**src/rtl/stream_mux_pkg.sv**
```systemverilog
// Shared constants and round-robin pick helper for the stream_mux_rr family.
// Optional packet lock in the top is enabled by STREAM_MUX_PKT_LOCK_EN.
package stream_mux_pkg;

  localparam logic MODE_SEL = 1'b0;
  localparam logic MODE_RR  = 1'b1;

  // Upper bound on channel count handled by rr_pick; callers truncate the result.
  localparam int unsigned RR_MAX_CH = 64;
  localparam int unsigned RR_IDX_W  = $clog2(RR_MAX_CH);

  typedef logic [RR_MAX_CH-1:0] rr_vec_t;

  // One-hot grant of the first valid channel after ptr, wrapping at n_ch.
  function automatic rr_vec_t rr_pick(input rr_vec_t valid,
                                      input int unsigned ptr,
                                      input int unsigned n_ch);
    rr_vec_t               grant;
    logic                  found;
    int unsigned           sum;
    logic [RR_IDX_W-1:0]   idx;
    grant = '0;
    found = 1'b0;
    for (int unsigned k = 1; k <= RR_MAX_CH; k++) begin
      if (k <= n_ch && !found) begin
        sum = ptr + k;
        if (sum >= n_ch) sum = sum - n_ch;
        idx = RR_IDX_W'(sum);
        if (valid[idx]) begin
          grant[idx] = 1'b1;
          found      = 1'b1;
        end
      end
    end
    return grant;
  endfunction

endpackage

```
**src/rtl/rr_arbiter.sv**
```systemverilog
// Combinational round-robin arbiter: one-hot grant of the first valid channel after ptr.
// Independent of STREAM_MUX_PKT_LOCK_EN.
module rr_arbiter
  import stream_mux_pkg::*;
#(
  parameter  int unsigned N_CH = 4,
  localparam int unsigned SW   = $clog2(N_CH)
) (
  input  logic [N_CH-1:0] valid,
  input  logic [SW-1:0]   ptr,
  output logic [N_CH-1:0] grant
);

  always_comb begin
    grant = N_CH'(rr_pick(RR_MAX_CH'(valid), 32'(ptr), N_CH));
  end

endmodule

```
**src/rtl/stream_mux_rr.sv**
```systemverilog
// N-channel valid/ready stream mux with explicit-select or round-robin arbitration
// and a registered output stage. STREAM_MUX_PKT_LOCK_EN adds LAST-delimited packet lock.
module stream_mux_rr
  import stream_mux_pkg::*;
#(
  parameter  int unsigned N_CH = 4,
  parameter  int unsigned W    = 8,
  localparam int unsigned SW   = $clog2(N_CH)
) (
  input  logic              CLK,
  input  logic              RST,
  input  logic              MODE,
  input  logic [SW-1:0]     S,
  input  logic [N_CH-1:0]   A_VALID,
  input  logic [N_CH*W-1:0] A_DATA,
`ifdef STREAM_MUX_PKT_LOCK_EN
  input  logic [N_CH-1:0]   A_LAST,
  output logic              X_LAST,
`endif
  output logic [N_CH-1:0]   A_READY,
  output logic              X_VALID,
  output logic [W-1:0]      X_DATA,
  output logic [SW-1:0]     X_CHAN,
  input  logic              X_READY
);

  logic [SW-1:0]   ptr_q;
  logic            ld_c;
  logic [N_CH-1:0] rr_grant_c;
  logic [N_CH-1:0] sel_grant_c;
  logic [N_CH-1:0] grant_c;
  logic            xfer_c;
  logic [SW-1:0]   xfer_chan_c;
  logic [W-1:0]    xfer_data_c;
`ifdef STREAM_MUX_PKT_LOCK_EN
  logic            lock_q;
  logic [SW-1:0]   lock_chan_q;
  logic [N_CH-1:0] lock_grant_c;
  logic            xfer_last_c;
`endif

  assign ld_c = !X_VALID || X_READY;

  rr_arbiter #(.N_CH(N_CH)) u_rr_arbiter (
    .valid (A_VALID),
    .ptr   (ptr_q),
    .grant (rr_grant_c)
  );

  // Out-of-range S matches no channel, so the select grant stays zero.
  always_comb begin
    sel_grant_c = '0;
    for (int i = 0; i < N_CH; i++) begin
      if (S == SW'(i)) sel_grant_c[i] = A_VALID[i];
    end
  end

`ifdef STREAM_MUX_PKT_LOCK_EN
  always_comb begin
    lock_grant_c = '0;
    for (int i = 0; i < N_CH; i++) begin
      if (lock_chan_q == SW'(i)) lock_grant_c[i] = A_VALID[i];
    end
  end
`endif

  always_comb begin
    grant_c = (MODE == MODE_RR) ? rr_grant_c : sel_grant_c;
`ifdef STREAM_MUX_PKT_LOCK_EN
    if (lock_q) grant_c = lock_grant_c;
`endif
  end

  assign A_READY = RST ? '0 : (grant_c & {N_CH{ld_c}});

  // Grant is already qualified by A_VALID, so any ready bit is a transfer.
  always_comb begin
    xfer_c      = |A_READY;
    xfer_chan_c = '0;
    xfer_data_c = '0;
`ifdef STREAM_MUX_PKT_LOCK_EN
    xfer_last_c = 1'b0;
`endif
    for (int i = 0; i < N_CH; i++) begin
      if (A_READY[i]) begin
        xfer_chan_c = SW'(i);
        xfer_data_c = A_DATA[i*W +: W];
`ifdef STREAM_MUX_PKT_LOCK_EN
        xfer_last_c = A_LAST[i];
`endif
      end
    end
  end

  always_ff @(posedge CLK or posedge RST) begin
    if (RST) begin
      X_VALID     <= 1'b0;
      X_DATA      <= '0;
      X_CHAN      <= '0;
      ptr_q       <= SW'(N_CH - 1);
`ifdef STREAM_MUX_PKT_LOCK_EN
      X_LAST      <= 1'b0;
      lock_q      <= 1'b0;
      lock_chan_q <= '0;
`endif
    end else if (ld_c) begin
      X_VALID <= xfer_c;
      if (xfer_c) begin
        X_DATA <= xfer_data_c;
        X_CHAN <= xfer_chan_c;
        if (MODE == MODE_RR) ptr_q <= xfer_chan_c;
`ifdef STREAM_MUX_PKT_LOCK_EN
        X_LAST      <= xfer_last_c;
        lock_q      <= !xfer_last_c;
        lock_chan_q <= xfer_chan_c;
`endif
      end
    end
  end

endmodule

```
**config.mk**
```make
export PLATFORM = sky130hd
export DESIGN_NAME = stream_mux_rr
export DESIGN_NICKNAME = d
export VERILOG_FILES = /design/src/rtl/stream_mux_pkg.sv /design/src/rtl/rr_arbiter.sv /design/src/rtl/stream_mux_rr.sv
export SDC_FILE = /design/constraint.sdc
export NUM_CORES = 1
export LEC_CHECK = 0
export CAP_MARGIN = 40
export CELL_PAD_IN_SITES_DETAIL_PLACEMENT = 0
export CELL_PAD_IN_SITES_GLOBAL_PLACEMENT = 1
export CORE_MARGIN = 2
export CORE_UTILIZATION = 33
export CTS_CLUSTER_SIZE = 30
export DETAILED_ROUTE_END_ITERATION = 12
export PLACE_DENSITY_LB_ADDON = 0.1
export RECOVER_POWER = 100
export SLEW_MARGIN = 25
export SYNTH_ARGS = -nofsm -noshare
export SYNTH_HDL_FRONTEND = slang
export SYNTH_SLANG_ARGS = --single-unit
```
**constraint.sdc**
```tcl
create_clock -name CLK -period 7.76 [get_ports CLK]
set_input_delay 1.164 -clock CLK [delete_from_list [all_inputs] [get_ports CLK]]
set_output_delay 1.164 -clock CLK [all_outputs]
set_load 0.02 [all_outputs]
```
### After elaboration in Yosys (flattened, before gate mapping)

Index checks and enable logic that the tools add are counted.

* add/subtract/negate cells: 8
* magnitude comparators: 12
* eq/ne operators: 3
* mux-type cells: 48
* bitwise operators: 4
* reductions and logical operators: 10

Operator list (number)
* $ge A32 B3 Y1 const B: 4
* $mux W6: 7
* $mux W4: 9
* $mux W8: 4
* $lt A6 B7 Y1 const B: 4
* $bmux W1 S6: 4
* $demux W1 S6: 4
* $ge A6 B1 Y1 const B: 4
* $sub A6 B3 Y6 const B: 4
* $mux W1: 18
* $or A4 B4 Y4: 3
* $add A2 B2 Y3 const B: 2
* $add A2 B3 Y4 const B: 1
* $and A4 B4 Y4: 1
* $eq A2 B2 Y1 const B: 2
* $logic_and A1 B1 Y1: 4
* $mux W2: 2
* $reduce_or A4 Y1: 1
* $add A2 B1 Y3 const B: 1
* $reduce_and A3 Y1: 1
* $eq A2 B1 Y1 const B: 1
* $logic_not A2 Y1: 1
* $reduce_and A2 Y1: 1
* $logic_not A1 Y1: 1
* $logic_or A1 B1 Y1: 1

* bits in registers: 13
* bits of input ports: 42
* output and inout bits: 15
* logic and storage cells: 89

### Longest topological paths before layout

* word-level depth: 31
* mapped depth: 12
* mapped depth without buffers: 10

### Modules after synthesis

A second synthesis with hierarchy kept.

* cells, all modules: 148
* area, all modules: 1244.9 um^2

Modules (own cells, without submodules)
* stream_mux_rr: instances 1, cells an instance 103, area each 879.6 um^2, seq. area each 327.8 um^2
* rr_arbiter: instances 1, cells an instance 45, area each 365.4 um^2, seq. area each 0.0 um^2

### Worst setup path after synthesis

Ideal clock, no wire load.

* path type: in2out
* start: input port A_VALID[2]
* end: output port A_READY[1]
* arrival time: 2.859 ns
* required time: 6.596 ns
* slack: 3.737 ns
* stages on the path: 7
* path buffers: 1
* cell sequence: mux4_2 a21boi_4 nand2b_4 o2111a_1 or2_2 buf_2 inv_1

* longest elaborated chain between the ends: 15
* elaborated cells between the ends (all ways): 26
* classes of those cells: mux (22); bitwise (4)

Ends and longest elaborated chain
* start: declaration: RTL line stream_mux_rr.sv:14 `input logic [N_CH-1:0] A_VALID,`
* $bmux W1 S6: RTL line stream_mux_pkg.sv:29 `if (valid[idx]) begin`
* $mux W1 (implied by the code): RTL line stream_mux_pkg.sv:29
* $mux W4: RTL line stream_mux_pkg.sv:29
* $or A4 B4 Y4 (no source line)
* $mux W4: RTL line stream_mux_pkg.sv:29
* $mux W4: RTL line stream_mux_pkg.sv:25 `if (k <= n_ch && !found) begin`
* $or A4 B4 Y4 (no source line)
* $mux W4: RTL line stream_mux_pkg.sv:29
* $mux W4: RTL line stream_mux_pkg.sv:25
* $or A4 B4 Y4 (no source line)
* $mux W4: RTL line stream_mux_pkg.sv:29
* $mux W4 (*): RTL line stream_mux_pkg.sv:25
* $mux W4 (*): RTL line stream_mux_rr.sv:68 `grant_c = (MODE == MODE_RR) ? rr_grant_c : sel_grant_c;`
* $and A4 B4 Y4 (*): RTL line stream_mux_rr.sv:74 `assign A_READY = RST ? '0 : (grant_c & {N_CH{ld_c}});`
* $mux W4 (*): RTL line stream_mux_rr.sv:74
* end: declaration: RTL line stream_mux_rr.sv:20 `output logic [N_CH-1:0] A_READY,`

Every way passes the cells marked *; elsewhere a longest branch is shown, timed or not. The select of a mux whose other input is x is not followed.

### Final worst setup path

* start: input port A_VALID[1]
* end: output port A_READY[2]

The elaborated chain is that of the path after synthesis.

==> impl_metrics.ini <==
[yosys]
avgSynthCellArea_um2 = 8.96
synth_area_mm2 = 0.00132
synth_area_leaders = dfrtp_1, ha_1, a221oi_1, o221ai_1, nor2_1
syn-instance-count = 147
yosysSeqAreaShare_pct = 24.9
yosysWarnings = 0
ys_types = 44
synth_edf_count = 0
syn-num-nets = 197
yosysMostFrequentCell = nor2_1
yosys.area.top_type_share_pct = 20.9
synth_area_leader_cell = dfrtp_1
yosys-top-cells-count = nor2_1, inv_1, nand2_1
synthArstFlopShare_pct = 100
synth_ff_type = dfrtp_1
ys_ff_latch = 13

[timing]
setup_viol = 0
fmax_mhz = 159
fin_crit_ps = 6290
layout_worst_path_cycle_share_pct = 81.1
hold_viol_final = 0
tns_ps = 0
rsz0062_at_grt = no
fin_worst_skew_ps = 5.86
timing.slew.headroom_pct = 3.25
maxSlewViolCount = 0
worst_pin_slew_ps = 1440

[min_path]
holdPathStages = 1
hp-start = X_CHAN[1]$_DFFE_PP0P_
min_path_type = flop to flop
min_to = X_CHAN[1]$_DFFE_PP0P_

[grt]
grtUsageTotal_pct = 19.4
antenna_found_initial = 0
gr-total-overflow = 0
grt_pass1_wl_mm = 6.65
grt_pass1_vias = 1345
grt_max_degree = 16

[finish]
drive_gt1_share_pct = 9.41
synthToLayoutAreaGrowth_pct = 45.2
postLayoutCoreUtil_pct = 51.1
antenna_cells = 0
n_fill_cell = 357
nNetsFinal = 253

[critical_path]
worstSetupPathType = primary input to output port
r2r_end = X_DATA[2]$_DFFE_PP0P_
reg2reg_setup_slack_ps = 2460
crit_arrival_ps = 5130
required_ps = 6600
r2r_cells = 10
cp_max_fo = 13
r2r-start = ptr_q[0]$_DFFE_PP1P_
endpoint_kind = output port
startpoint_type = primary input

[placement]
port_buffers = 56
hpwlAfterDp_mm = 3.14
gp_congestion = 0.941

[clock_network]
clock_sinks = 13
cts_root_buf = clkbuf_8
post-cts-setup-buffers = 0
hold_buffers = 0
clk_latency_ps = 250
path_clk_slew_ps = 60
cts_buffers = 3
cts_resized = 0
h-tree-depth = 1
cts_buffer_depth = 2
tritoncts = done

[power]
ir_worst_vdd_uv = 193
power.density_mw_per_mm2 = 355
finalPower_w = 0.000679
total_leakage_power_nw = 0.834

[floorplanning]
die_w_um = 67.2
die_area_mm2 = 0.00451
fp.coreArea_mm2 = 0.00374
start_util_pct = 35.2
io_pins = 57
die_h_um = 67.2
std_cell_rows = 22

[run]
maxCapViolCount = 0

[drt]
routed_via_density = 5.63
drtIter0Drc = 60
antenna_left = 0
wl_mm = 4.05
drcViolationCount = 0
wire_per_inst_um = 16.2
vias = 1407
drt_pre_antenna_iters = 4

[run_status]
status = completed
[flip-flops by register name, summed over array words and instances, names as in the netlist]
signal and cells:
X_CHAN 2, X_VALID 1, ptr_q 2, X_DATA 8
[worst max-delay path: stages]
cell,delay [ps]
dlygate4sd3_1,600
mux4_1,590
o221a_2,170
nand2_1,80
nor4_1,50
a311oi_1,1130
inv_1,540
dlygate4sd3_1,810
[worst max-delay path by stage]
stage                     startpoint  cells after the start    endpoint
after floorplan           A_VALID[2]                      7  A_READY[1]
after global placement    A_VALID[2]                      7  A_READY[3]
final                     A_VALID[1]                      8  A_READY[2]
after global routing      A_VALID[1]                      8  A_READY[2]
after CTS                 A_VALID[2]                      7  A_READY[3]
after detailed placement  A_VALID[2]                      7  A_READY[3]
[layout make-up]
class                   count  area [µm²]  area share, %
multi-input cells         112         855           44.7
repair buffers             56         561           29.3
flip-flops and latches     13         328           17.1
inverters                  17        63.8           3.34
well taps                  48        60.1           3.14
clock buffers               3        41.3           2.16
clock inverters             1        5.00          0.262
[report_power, final]
part           total (W)  switching (W)  leakage [nW]  internal, W
logic           0.000475       0.000256         0.663     0.000219
clock network  0.0000609      0.0000254        0.0255    0.0000355
registers       0.000143      0.0000353         0.146     0.000108
total           0.000679       0.000316         0.834     0.000363
[per-layer routing]
layer	wire, µm	global-route usage [%]	share of wire (%)
met3	365	4.33	9.0
met1	1790	27.2	44
met4	8	1.53	0.20
met2	1890	31.7	47
met5	0	0	0
[per-stage QoR]
stage / worst slack (ps) / cells / hold WS [ps] / cell area, µm²
after floorplan: 3740 / 147 / 594 / 1320
after global placement: 2570 / 246 / 470 / 1900
after detailed placement: 2510 / 246 / 476 / 1900
after CTS: 2500 / 250 / 496 / 1950
after global routing: 1190 / 250 / 515 / 1910
final: 1470 / 250 / 479 / 1910
[kinds of logic after synthesis]
family | after synthesis | share of synthesized area [%]
AO/OA/AOI/OAI | 55 | 35.4
multiplexers | 8 | 8.55
buffers and inverters | 22 | 7.60
adder cells (fa/ha/maj) | 8 | 7.60
flip-flops | 13 | 24.9
AND/OR/NAND/NOR | 41 | 16.0
[layout by cell type (no fill, tap or decap), types with 2 or more instances in the layout]
cell,Yosys,layout
clkdlybuf4s50_1,0,39
dlygate4sd3_1,0,17
inv_1,15,16
nor2_1,16,16
nand2_1,13,13
dfrtp_1,11,11
a21oi_1,10,10
o221ai_1,9,9
a221oi_1,9,9
ha_1,8,8
o21ai_0,4,4
mux2_2,3,3
mux2i_1,3,3
a22o_1,3,3
clkbuf_8,0,3
and2_1,2,2
a21o_1,2,2
o22ai_1,2,2
nand2b_1,2,2
nor3_1,1,2
o311ai_0,2,2
a31oi_1,2,2
o221a_2,2,2
a311oi_1,1,2
dfstp_2,2,2
Note: power is estimated with default switching activity, not from simulation.
==> RTL edit: new RTL, config.mk and constraints unchanged <==
Add a define of `STREAM_MUX_PKT_LOCK_EN`.
--- a/src/rtl/stream_mux_rr.sv
+++ b/src/rtl/stream_mux_rr.sv
@@ -2,2 +2,4 @@
 // and a registered output stage. STREAM_MUX_PKT_LOCK_EN adds LAST-delimited packet lock.
+`define STREAM_MUX_PKT_LOCK_EN
+
 module stream_mux_rr
Interface: changed (added A_LAST and X_LAST); port bits go from 57 to 62. The function was not compared with the original's and may differ.
==> RTL edit against the unedited design <==
  * Sequential cell count grew 2
  * Worst setup slack gained 0.33 ns
  * Via count grew 23%
  * Count of clock-buffer cells in the layout grew 1
  * Cell area grew 21%
  * Die area grew 23%
  * Routed wire length grew 29%
  * Total power grew 12%
  * Area after synthesis grew 25%
  * Critical path type unchanged
  * Critical endpoint unchanged
==> RTL edit: results (changes against the unedited design) <==
| Metric | Value |
|---|---|
| Status | `completed` |
| Library cells used by synthesis | `63 (+43%)` |
| Dpl cells | `296 (+20%)` |
| Routed length per instance | `17.4 µm (+7.5%)` |
| Setup crit start | `A_VALID[3]` |
| Nets | `289 (+14%)` |
| Post-synth top cells | `dfrtp_1 (13), inv_1 (11), nor3_1 (11), a211oi_1 (9), nand2_1 (9)` |
| Worst EP arrival | `4.80 ns (-0.33 ns)` |
| Final GP Congestion | `0.872 (-7.4%)` |
| Count leader, synth | `dfrtp_1` |
| Vias in the first global route | `1624 (+21%)` |
| Placed wire-length estimate | `4.21 mm (+34%)` |
| Final core utilization | `0.485 (-0.0260)` |
| Sequential-to-total area share from yosys stat | `0.230 (-0.0190)` |
| CP Max Fanout | `9 (-4)` |
| Share of layout cells above drive strength 1 | `0.124 (+0.0299)` |
| Global-route wire length before repair | `8.18 mm (+23%)` |
| Setup ws final | `1.80 ns (+0.329 ns)` |
| Total track usage | `0.189 (-0.00432)` |
| Net Sw Frac | `0.477 (+0.0108)` |
| HP Start | `X_LAST` |
| Max IR drop VDD | `0.202 mV (+4.8%)` |
| R2R setup slack | `3.64 ns (+1.18 ns)` |
| Fillers | `466 (+31%)` |
| DR vias | `1725 (+23%)` |
| DRT iter0 DRCs | `129 (+110%)` |
==> RTL edit: kinds of logic after synthesis <==
group	after synthesis	synth area share
AOI/OAI and AO/OA	68	0.372
and+or+nand+nor	51	0.170
buffers and inverters	21	0.0708
DFF	15	0.230
muxes	12	0.0959
adders and majority gates	8	0.0609
==> RTL edit: final cells by class <==
type                       count  area [µm²]  share of cell area
clock buffer                   4        45.0              0.0195
inverter                      13        51.3              0.0222
multi-input combinational    139        1120               0.487
sequential                    15         378               0.164
tap                           67        83.8              0.0364
timing repair buffer          63         626               0.271
==> RTL edit: power by group through the flow <==
stage / Sequential, mW / Clock [mW] / Combinational (mW)
after floorplan: 0.188 / 0 / 0.371
after global placement: 0.166 / 0 / 0.558
after detailed placement: 0.168 / 0 / 0.555
after CTS: 0.168 / 0.0631 / 0.561
after global routing: 0.172 / 0.0666 / 0.578
final: 0.166 / 0.0610 / 0.536
==> RTL edit: through the flow <==
step | hold WS [ns] | cell area (µm²)
after CTS | 0.548 | 2330
after global routing | 0.558 | 2310
final | 0.538 | 2310
after global placement | 0.514 | 2280
after detailed placement | 0.524 | 2280
after floorplan | 0.626 | 1640
==> RTL edit: per-layer routing <==
layer / part of all wire / vias to the layer above / global-route usage
li1: - / 834 / -
met3: 0.054 / 4 / 0.0149
met2: 0.47 / 65 / 0.301
met4: 0.0072 / 0 / 0.0437
met1: 0.46 / 822 / 0.280
met5: 0 / - / 0
==> RTL edit: worst paths after layout <==
kind	end	cells after the start
setup / recovery	A_READY[2]	8
hold / removal	X_LAST	1
setup reg to reg	X_DATA[1]	9
hold reg to reg	X_LAST	1
max in group asynchronous	X_DATA[1]	2
min in group asynchronous	X_LAST	2
